**src/rtl/lsu_mem_ctrl.sv**
```systemverilog
// Load/store sequencer for a 32-bit word-addressed data memory with registered inputs.
// It turns RV32I byte/half/word requests into word accesses, using read-modify-write for SB/SH.
module lsu_mem_ctrl #(
  parameter int unsigned MEM_WORDS = 128
) (
  input  logic        clk,
  input  logic        rst,
  input  logic        req_valid,
  output logic        req_ready,
  input  logic        req_we,
  input  logic [2:0]  req_funct3,
  input  logic [31:0] req_addr,
  input  logic [31:0] req_wdata,
  output logic        resp_valid,
  output logic        resp_err,
  output logic [31:0] resp_rdata,
  output logic        mem_w_enable,
  output logic        mem_r_enable,
  output logic [31:0] mem_addr,
  output logic [31:0] mem_wdata,
  input  logic [31:0] mem_rdata
);

  typedef enum logic [2:0] {
    IDLE, LD_ISSUE, LD_DATA, ST_RD, ST_MERGE, ST_WRITE, RESP
  } state_e;

  state_e      state_q, state_d;
  logic [2:0]  funct3_q;
  logic [1:0]  off_q;
  logic [15:0] wdata_q;
  logic        err_q;
  logic [31:0] rdata_q;
  logic [31:0] mem_addr_q;
  logic [31:0] mem_wdata_q;

  logic        accept;
  logic        bad_f3, misaligned, out_of_range, fault;
  logic [31:0] word_idx;
  logic [31:0] load_val;
  logic [31:0] merged;
  logic [7:0]  ld_byte;
  logic [15:0] ld_half;

  assign req_ready = (state_q == IDLE) && !rst;
  assign accept    = req_valid && req_ready;
  assign word_idx  = {2'b00, req_addr[31:2]};

  always_comb begin
    if (req_we) bad_f3 = (req_funct3 >= 3'd3);
    else        bad_f3 = (req_funct3 == 3'd3) || (req_funct3 == 3'd6) || (req_funct3 == 3'd7);
    misaligned   = ((req_funct3[1:0] == 2'd1) && req_addr[0]) ||
                   ((req_funct3[1:0] == 2'd2) && (req_addr[1:0] != 2'd0));
    out_of_range = (word_idx >= 32'(MEM_WORDS));
    fault        = bad_f3 || misaligned || out_of_range;
  end

  // Load alignment: pick the addressed lane, then sign- or zero-extend by funct3.
  always_comb begin
    ld_byte = 8'h00;
    case (off_q)
      2'd0:    ld_byte = mem_rdata[7:0];
      2'd1:    ld_byte = mem_rdata[15:8];
      2'd2:    ld_byte = mem_rdata[23:16];
      default: ld_byte = mem_rdata[31:24];
    endcase
    ld_half = off_q[1] ? mem_rdata[31:16] : mem_rdata[15:0];
    case (funct3_q)
      3'd0:    load_val = {{24{ld_byte[7]}}, ld_byte};
      3'd1:    load_val = {{16{ld_half[15]}}, ld_half};
      3'd4:    load_val = {24'h0, ld_byte};
      3'd5:    load_val = {16'h0, ld_half};
      default: load_val = mem_rdata;
    endcase
  end

  // Store merge: each byte lane is either kept from memory or taken from the store data.
  for (genvar gi = 0; gi < 4; gi++) begin : g_lane
    localparam logic [1:0] LANE = 2'(gi);
    logic hit;
    logic [7:0] src;
    assign hit = funct3_q[0] ? (off_q[1] == LANE[1]) : (off_q == LANE);
    assign src = funct3_q[0] ? wdata_q[LANE[0]*8 +: 8] : wdata_q[7:0];
    assign merged[gi*8 +: 8] = hit ? src : mem_rdata[gi*8 +: 8];
  end

  always_comb begin
    state_d      = state_q;
    mem_r_enable = 1'b0;
    mem_w_enable = 1'b0;
    resp_valid   = 1'b0;
    case (state_q)
      IDLE: begin
        if (accept) begin
          if (fault)                  state_d = RESP;
          else if (!req_we)           state_d = LD_ISSUE;
          else if (req_funct3 == 3'd2) state_d = ST_WRITE;
          else                        state_d = ST_RD;
        end
      end
      LD_ISSUE: begin
        mem_r_enable = 1'b1;
        state_d      = LD_DATA;
      end
      LD_DATA:  state_d = RESP;
      ST_RD: begin
        mem_r_enable = 1'b1;
        state_d      = ST_MERGE;
      end
      ST_MERGE: state_d = ST_WRITE;
      ST_WRITE: begin
        mem_w_enable = 1'b1;
        state_d      = RESP;
      end
      RESP: begin
        resp_valid = 1'b1;
        state_d    = IDLE;
      end
      default:  state_d = IDLE;
    endcase
  end

  assign resp_err   = resp_valid && err_q;
  assign resp_rdata = resp_valid ? rdata_q : 32'h0;
  assign mem_addr   = mem_addr_q;
  assign mem_wdata  = mem_wdata_q;

  always_ff @(posedge clk) begin
    if (rst) begin
      state_q     <= IDLE;
      funct3_q    <= 3'd0;
      off_q       <= 2'd0;
      wdata_q     <= 16'h0;
      err_q       <= 1'b0;
      rdata_q     <= 32'h0;
      mem_addr_q  <= 32'h0;
      mem_wdata_q <= 32'h0;
    end else begin
      state_q <= state_d;
      if (accept) begin
        funct3_q   <= req_funct3;
        off_q      <= req_addr[1:0];
        wdata_q    <= req_wdata[15:0];
        err_q      <= fault;
        rdata_q    <= 32'h0;
        mem_addr_q <= word_idx;
        if (req_we && (req_funct3 == 3'd2) && !fault) mem_wdata_q <= req_wdata;
      end
      if (state_q == LD_DATA)  rdata_q     <= load_val;
      if (state_q == ST_MERGE) mem_wdata_q <= merged;
    end
  end

endmodule

```
**config.mk**
```make
export PLATFORM = sky130hd
export DESIGN_NAME = lsu_mem_ctrl
export DESIGN_NICKNAME = d
export VERILOG_FILES = /design/src/rtl/lsu_mem_ctrl.sv
export SDC_FILE = /design/constraint.sdc
export NUM_CORES = 1
export LEC_CHECK = 0
export CAP_MARGIN = 20
export CORE_MARGIN = 2
export CORE_UTILIZATION = 46
export CTS_CLUSTER_DIAMETER = 120
export CTS_CLUSTER_SIZE = 16
export DETAILED_ROUTE_END_ITERATION = 7
export GPL_ROUTABILITY_DRIVEN = 0
export PLACE_DENSITY_LB_ADDON = 0.3
export SYNTH_ARGS = -nofsm -noshare
export SYNTH_HDL_FRONTEND = slang
export SYNTH_SLANG_ARGS = --single-unit
```
**constraint.sdc**
```tcl
create_clock -name clk -period 2.2 [get_ports clk]
set_clock_uncertainty 0.05 [all_clocks]
set_input_delay 0.66 -clock clk [delete_from_list [all_inputs] [get_ports clk]]
set_output_delay 0.66 -clock clk [all_outputs]
set_load 0.005 [all_outputs]
```
==> results.yml, run 1 <==
clock_tree:
  clkSinkCount: 119
  numCtsBuffers: 17
  ctsRootBufferMaster: "clkbuf_16"
  htreeDepth: 4
  postCtsHoldBufs: 0
  clk_latency_ps: 420
  cts.clk_slew.worst_paths_ps: 50
  cts_tree: "yes"
  clk_path_buf_depth: 2
routing:
  routed-via-count: 6312
  drt-total-wl_um: 20600
  wl_per_cell_um: 18.1
  first_iter_violations: 525
  vias_per_cell: 5.55
  drt-pass1-iter-count: 5
  drc_errors: 0
  final_antenna_net_count: 0
synthesis:
  synth_edf_count: 0
  synth_top_area_share_pct: 39.0
  synthTopCellsByArea: "dfxtp_1, nand2_1, nand3b_1, mux2i_1, and2_1"
  synth_area_um2: 6110
  syn-instance-count: 725
  async_reset_ff_share_pct: 0
  yosysTopAreaCell: "dfxtp_1"
  synth_cell_types: 54
  synth_seq_cells: 119
  syn_avg_cell_area_um2: 8.43
  ys_warn_count: 0
  synth_flop_cell: "dfxtp_1"
  ys_seq_area_share_pct: 39.0
power_and_ir_drop:
  power_switching_uw: 3350
  p_int_uw: 6600
  ir_drop_uv: 534
  power.share.clock_pct: 25.3
  p_per_area_nw_per_um2: 1060
  p_leak_uw: 0.00406
  pwr-share-seq_pct: 31.6
  netSwitchingFraction_pct: 33.7
  totalPowerFinal_uw: 9950
  comb_power_share_pct: 43.2
sta:
  tightest_slew_ps: 906
  rsz0062_at_grt: "true"
  finalHoldViolCount: 0
  hold-worst-slack_ps: 410
  relSlewSlack_pct: 39.5
  fin_crit_sh_pct: 107
  period_needed_ps: 2360
  drv_slew: 0
  fin_tns_setup_ps: -3230
  fmax_mhz: 423
  setup_ws_ps: -163
  finalSetupViolations: 34
global_routing:
  antenna_found_initial: 0
  grt_pass1_vias: 6100
  grt.overflow.total: 0
  track_usage_pct: 28.6
  grt_max_degree: 55
  grt_pass1_wl_um: 31900
layout:
  layout_common_cells: "nand2_1, clkdlybuf4s50_1, dfxtp_1, nand3b_1, buf_4"
  drive_gt1_share_pct: 21.0
  finalNetCount: 1054
  diodes: 0
  final_common_cell: "nand2_1"
  area_growth_pct: 54.1
  fin_cells: 1137
  final_core_util_pct: 71.9
die:
  die_area_um2: 14200
  die_x_um: 119
  rows: 42
  fp.dieH_um: 119
  core_area_um2: 13100
  boundaryPins: 204
  initial_core_util_pct: 46.7
placed_design:
  dp_hpwl_um: 13800
  placed_cells: 1086
  io_buffers: 201
critical_path:
  path_max_fanout: 6
  critPathRequiredTime_ps: 1490
  arrival_ps: 1650
  critical_path_class: "reg2out"
  cp-end-kind: "output port"
  cp-start-kind: "register"
outcome:
  run_status: "complete, but fails checks"
  violations: "setup timing"
flow_run:
  cap_violations: 0
min_path:
  hold_class: "reg2reg"
==> kinds of logic (layout without fill, tap and decap cells) <==
family | after synthesis | in the layout | synth area share, %
simple gates | 360 | 360 | 30.1
other cells | 1 | 2 | 0.0614
xor+xnor | 1 | 1 | 0.143
compound gates | 116 | 118 | 14.6
buf+inv | 72 | 305 | 5.41
mux | 56 | 56 | 10.7
flops | 119 | 119 | 39.0
==> routing by layer <==
metal / track usage (%) / wire [um] / up-vias
met4: 11.8 / 516 / 0
met2: 46.5 / 9950 / 309
met5: 0 / 0 / -
met1: 35.9 / 8470 / 2991
li1: - / - / 2968
met3: 7.47 / 1650 / 44
==> worst max-delay path, cell delays in order, from the launching register on <==
cell      delay (ps)
dfxtp_2          320
nand2b_4         150
nor2_4           160
buf_6            160
buf_12           120
buf_12           100
and2_4           140
buf_6             90
==> synth_stat cells (9+ instances only) <==
master    instances
dfxtp_1         119
a211o_1           9
buf_2            17
a21oi_1          26
inv_1            10
nand2b_1         26
mux2i_1          32
mux2_4           14
nand2_1         169
nor2b_1          20
clkbuf_1         33
mux2_2            9
o211ai_1         16
and2_1           35
nand3_1           9
a221o_1          16
nand3b_1         52
nor2_1           31
==> power by group through the flow <==
stage | Sequential [uW] | Clock [uW] | Combinational, uW
after global routing | 3190 | 2630 | 4610
after floorplan | 3050 | 0 | 2210
after detailed placement | 3150 | 0 | 3750
after CTS | 3120 | 2530 | 4180
after global placement | 3130 | 0 | 3670
final | 3140 | 2520 | 4300
==> state kept, by name (all words and copies together), names as in the netlist <==
register and flops:
off_q 2, wdata_q 16, mem_wdata 32, funct3_q 3
state_q 3, mem_addr 30, rdata_q 32, err_q 1
==> stage by stage <==
stage / instance area [um^2] / worst slack (ps)
after floorplan: 6110 / 97.6
after global placement: 8450 / -646
after detailed placement: 8450 / -709
after CTS: 9280 / -198
after global routing: 9410 / -204
final: 9410 / -163
==> path summary, 6_finish.rpt <==
path | cells past startpoint | startpoint | to | slack (ps)
setup reg to reg | 7 | state_q[0] | mem_wdata[16] | 70
hold reg to reg | 2 | rdata_q[2] | rdata_q[2] | 410
hold / removal | 2 | rdata_q[2] | rdata_q[2] | 410
setup / recovery | 7 | state_q[0] | resp_rdata[11] | -160
==> area by class of cell <==
cell class / count / area [um^2]
Clock buffer: 24 / 472
Sequential cell: 119 / 2380
Multi-Input combinational cell: 537 / 3570
Inverter: 11 / 41.3
Tap cell: 176 / 220
Fill cell: 956 / 3670
Timing Repair Buffer: 265 / 2680
Clock inverter: 5 / 50.0
==> timing repair <==
item	4_1_cts	5_1_grt
setup endpoints to repair	71	71
gates resized for setup	199	48
gates cloned	6	0
setup buffers	15	4
pin swaps	25	13
Note: power is estimated with default switching activity, not from simulation.
==> run 2: changes to the inputs <==
--- a/config.mk
+++ b/config.mk
@@ -7,7 +7,7 @@
 export LEC_CHECK = 0
 export CAP_MARGIN = 20
 export CORE_MARGIN = 2
-export CORE_UTILIZATION = 46
+export CORE_UTILIZATION = 50
 export CTS_CLUSTER_DIAMETER = 120
 export CTS_CLUSTER_SIZE = 16
 export DETAILED_ROUTE_END_ITERATION = 7
==> constraint.sdc (replaced) <==
create_clock -name clk -period 2.8 [get_ports clk]
set_clock_uncertainty 0.05 [all_clocks]
set_input_delay 0.84 -clock clk [delete_from_list [all_inputs] [get_ports clk]]
set_output_delay 0.84 -clock clk [all_outputs]
set_load 0.005 [all_outputs]
==> run 2 against run 1 <==
  * The run now ends clean
  * First-iteration DRC count increased by 1.3%
  * Power down 27%
  * Design area shrank 6.1%
  * Sequential power decreased by 21%
  * Routed wire length decreased by 7.3%
  * Flip-flop and latch count is the same
  * Critical path type unchanged
  * Highest routed layer unchanged
==> results.yml, run 2 (synthesis gave the netlist of run 1 again) <==
routing:
  vias_per_cell: 5.66
  drc_errors: 0
  final_antenna_net_count: 0
  routed-via-count: 6058
  first_iter_violations: 532
  drt-pass1-iter-count: 5
  wl_per_cell_um: 17.8
  drt-total-wl_um: 19100
sta:
  fin_tns_setup_ps: 0
  fin_crit_sh_pct: 98.2
  hold-worst-slack_ps: 405
  relSlewSlack_pct: 28.3
  finalHoldViolCount: 0
  fmax_mhz: 364
  tightest_slew_ps: 1080
  drv_slew: 0
  period_needed_ps: 2750
  rsz0062_at_grt: "true"
  finalSetupViolations: 0
layout:
  area_growth_pct: 44.6
  seq_area_um2: 2380
  drive_gt1_share_pct: 10.4
  diodes: 0
  multi_input_area_um2: 3440
  finalNetCount: 1015
  final_core_util_pct: 73.9
  final_common_cell: "clkdlybuf4s50_1"
  layout_common_cells: "clkdlybuf4s50_1, nand2_1, dfxtp_1, nand3b_1, and2_1"
  fillCellCount: 917
global_routing:
  grt_max_degree: 130
  grt_pass1_vias: 5901
  grt_pass1_wl_um: 29700
  antenna_found_initial: 0
  track_usage_pct: 29.0
  grt.overflow.total: 0
die:
  rows: 40
  die_area_um2: 13100
  boundaryPins: 204
  fp.dieH_um: 115
  die_x_um: 115
  initial_core_util_pct: 51.1
  core_area_um2: 12000
critical_path:
  r2r_start: "funct3_q[0]"
  arrival_ps: 1860
  cp-start-kind: "register"
  path_max_fanout: 33
  cp-endpoint: "resp_rdata[18]"
  rrSetupSlack_ps: 540
  critPathRequiredTime_ps: 1910
  critical_path_class: "reg2out"
  r2r_cells: 5
  r2r_end: "rdata_q[2]"
  worstSetupStartpoint: "state_q[0]"
  cp-end-kind: "output port"
clock_tree:
  clk_path_buf_depth: 2
  clkSinkCount: 119
  htreeDepth: 4
  numCtsBuffers: 17
  clk_latency_ps: 410
  post_cts_buffers: 0
  ctsResizeCount: 2
  cts.clk_slew.worst_paths_ps: 50
  ctsRootBufferMaster: "clkbuf_16"
  cts_tree: "yes"
  postCtsHoldBufs: 0
flow_run:
  cap_violations: 0
power_and_ir_drop:
  p_per_area_nw_per_um2: 826
  p_leak_uw: 0.00388
  ir_drop_uv: 481
min_path:
  hold_class: "reg2reg"
placed_design:
  dp_hpwl_um: 13800
  io_buffers: 201
outcome:
  run_status: "complete, no violations"
## run 2: cell count changes in the layout (fill, tap and decap cells not counted), moves of 5 or more
cell / previous run / this run
buf_2: 8 / 0
buf_12: 7 / 2
and2_1: 8 / 33
buf_4: 44 / 26
and2_4: 26 / 1
dlygate4sd2_1: 7 / 0
clkdlybuf4s50_1: 150 / 186
dlymetal6s2s_1: 6 / 14
buf_6: 36 / 0
## run 2: critical path, cell delays in order (launching register included)
cell             delay, ps
dfxtp_1                300
nand2b_4               160
nor2_4                 130
buf_12                 180
and2_1                 160
clkdlybuf4s50_1        510
## run 2: worst min-delay path by stage
stage,startpoint,endpoint,slack (ps),depth (start not counted)
4_1_cts,rdata_q[1],rdata_q[1],410,2
6_report,rdata_q[1],rdata_q[1],400,2
3_3_place_gp,rdata_q[14],rdata_q[14],390,1
3_5_place_dp,rdata_q[1],rdata_q[1],400,2
5_1_grt,rdata_q[1],rdata_q[1],430,2
2_1_floorplan,rdata_q[0],rdata_q[0],380,2
## run 2: final cells by class
type / count / area share, %
clock buffer: 26 / 5.65
timing repair buffer: 228 / 25.7
sequential: 119 / 27.0
inverter: 11 / 0.467
tap: 147 / 2.08
multi-input combinational: 535 / 38.9
clock inverter: 4 / 0.227
## run 2: stage by stage
step / setup slack [ps] / cell area [um^2] / std cells / power (uW)
after floorplan: 518 / 6110 / 726 / 4130
after global placement: -203 / 8260 / 1040 / 5260
after detailed placement: -263 / 8260 / 1040 / 5350
after CTS: 39.8 / 8790 / 1070 / 7310
after global routing: -18.6 / 8840 / 1070 / 7680
final: 51.7 / 8840 / 1070 / 7300
## run 2: where the power goes
part	switching [uW]	internal (uW)
sequential	316	2150
combinational	1420	1500
clock	716	1210
## run 2: layer usage
metal	track usage, %	vias to the layer above	share of wire [%]
met5	0	-	0
met4	13.7	0	3.2
met3	6.88	51	8.3
met2	46.7	269	47
met1	36.6	2861	41
li1	-	2877	-
==> run 3: changes to the inputs <==
--- a/config.mk
+++ b/config.mk
@@ -7,11 +7,10 @@
 export LEC_CHECK = 0
 export CAP_MARGIN = 20
 export CORE_MARGIN = 2
-export CORE_UTILIZATION = 50
+export CORE_UTILIZATION = 46
 export CTS_CLUSTER_DIAMETER = 120
 export CTS_CLUSTER_SIZE = 16
 export DETAILED_ROUTE_END_ITERATION = 7
-export GPL_ROUTABILITY_DRIVEN = 0
 export PLACE_DENSITY_LB_ADDON = 0.3
 export SYNTH_ARGS = -nofsm -noshare
 export SYNTH_HDL_FRONTEND = slang
==> constraint.sdc (replaced) <==
create_clock -name clk -period 2.9 [get_ports clk]
set_clock_uncertainty 0.05 [all_clocks]
set_input_delay 0.87 -clock clk [delete_from_list [all_inputs] [get_ports clk]]
set_output_delay 0.87 -clock clk [all_outputs]
set_load 0.005 [all_outputs]
==> run 3 against run 2 <==
  * Core utilization down 6.5 points
  * Register-to-register slack gained 220 ps
  * Die area rose by 8.4%
  * Clock power decreased by 4%
  * Sequential power is 4% lower
  * Flip-flop and latch count stayed put
  * Critical path depth did not move
  * Sequential share of layout area hardly changed
  * First-iteration DRC count down 28%
  * Design area decreased by 0.18%
  * Critical endpoint is now resp_rdata[7]
  * Largest power group unchanged
==> results.yml, run 3 (synthesis gave the netlist of run 1 again) <==
critical_path:
  crit_chain: "nand2b_4 -> nor2_4 -> buf_8 -> and2_1 -> clkdlybuf4s50_1"
  r2r_start: "funct3_q[0]"
  critPathMaxStageDelay_ps: 520
  path_max_fanout: 17
  critical_path_class: "reg2out"
  critPathRequiredTime_ps: 1980
  cpMaxStageDelayCell: "clkdlybuf4s50_1"
  worstSetupStartpoint: "state_q[1]"
  cp-start-kind: "register"
  arrival_ps: 1930
  r2r_cells: 6
  cp-end-kind: "output port"
global_routing:
  grt_max_degree: 130
  grt.overflow.total: 0
  antenna_found_initial: 0
  track_usage_pct: 26.9
  grt_pass1_wl_um: 30100
  grt_pass1_vias: 5791
sta:
  relSlewSlack_pct: 27.8
  rsz0062_at_grt: "true"
  period_needed_ps: 2850
  drv_slew: 0
  fin_tns_setup_ps: 0
  tightest_slew_ps: 1080
  finalSetupViolations: 0
  fin_crit_sh_pct: 98.2
  fmax_mhz: 351
  finalHoldViolCount: 0
power_and_ir_drop:
  p_leak_uw: 0.00361
  p_per_area_nw_per_um2: 800
  totalPowerFinal_uw: 7050
  ir_drop_uv: 500
layout:
  fillCellCount: 1028
  fin_cells: 1097
  final_common_cell: "clkdlybuf4s50_1"
  fin_area_um2: 8820
  finalNetCount: 1013
  drive_gt1_share_pct: 9.88
  multi_input_area_um2: 3430
  layout_common_cells: "clkdlybuf4s50_1, nand2_1, dfxtp_1, nand3b_1, and2_1"
  seq_area_um2: 2380
  area_growth_pct: 44.4
  diodes: 0
flow_run:
  cap_violations: 0
clock_tree:
  clk_path_buf_depth: 2
  clkSinkCount: 119
  ctsRootBufferMaster: "clkbuf_16"
  cts.clk_slew.worst_paths_ps: 50
  post_cts_buffers: 0
  postCtsHoldBufs: 0
  cts_tree: "yes"
  clk_latency_ps: 420
  htreeDepth: 4
  numCtsBuffers: 17
placed_design:
  dp_hpwl_um: 13900
  place_area_um2: 8280
  placed_cells: 1066
  io_buffers: 201
  gp_congestion: 0.870
die:
  core_area_um2: 13100
  rows: 42
  initial_core_util_pct: 46.7
  die_x_um: 119
  boundaryPins: 204
  die_area_um2: 14200
  fp.dieH_um: 119
routing:
  drc_errors: 0
  drt-total-wl_um: 19100
  vias_per_cell: 5.45
  final_antenna_net_count: 0
  first_iter_violations: 385
  drt-pass1-iter-count: 5
  wl_per_cell_um: 17.4
  routed-via-count: 5977
min_path:
  hold_depth: 2
  hold_class: "reg2reg"
  worstHoldStart: "rdata_q[1]"
outcome:
  run_status: "complete, no violations"
==> run 3: layout make-up <==
class	instances	area share [%]
tap	176	2.50
clock inverter	4	0.227
clock buffer	26	5.66
inverter	11	0.468
timing repair buffer	226	25.3
sequential	119	27.0
multi-input combinational	535	38.9
==> run 3: worst max-delay path: cells and delay by family, from the launching register on <==
kind	cells	cell delay (ps)
and+or+nand+nor	3	440
buffers and inverters	2	700
DFF	1	370
==> run 3: power breakdown <==
part	total [uW]	switching [uW]	internal (uW)	leakage, uW
Clock	1850	687	1160	0.000260
Combinational	2820	1370	1450	0.00238
Sequential	2380	309	2070	0.000972
==> run 3: path summary, 6_finish.rpt <==
kind	end	slack, ps
worst min-delay path	rdata_q[1]	400
worst max register to register	rdata_q[3]	760
worst max-delay path	resp_rdata[7]	50
worst min register to register	rdata_q[1]	400
==> run 3: metal layers <==
metal | GRT usage [%] | vias up | wire, um
li1 | - | 2878 | -
met1 | 34.0 | 2820 | 8080
met2 | 43.6 | 246 | 9080
met3 | 7.23 | 33 | 1540
met4 | 10.7 | 0 | 441
met5 | 0 | - | 0
==> run 3: per-stage QoR <==
step,setup slack [ps],hold slack [ps],util [%]
4_1_cts,36.9,399,67.3
2_1_floorplan,588,377,-
3_5_place_dp,-264,392,63.3
6_report,50.8,400,67.4
5_1_grt,-3.41,420,67.4
3_3_place_gp,-165,390,63.3
==> run 3: repair_timing <==
action,CTS,global route
endpoints found under the setup margin,1,8
cloned,0,1
gates resized for setup,1,5
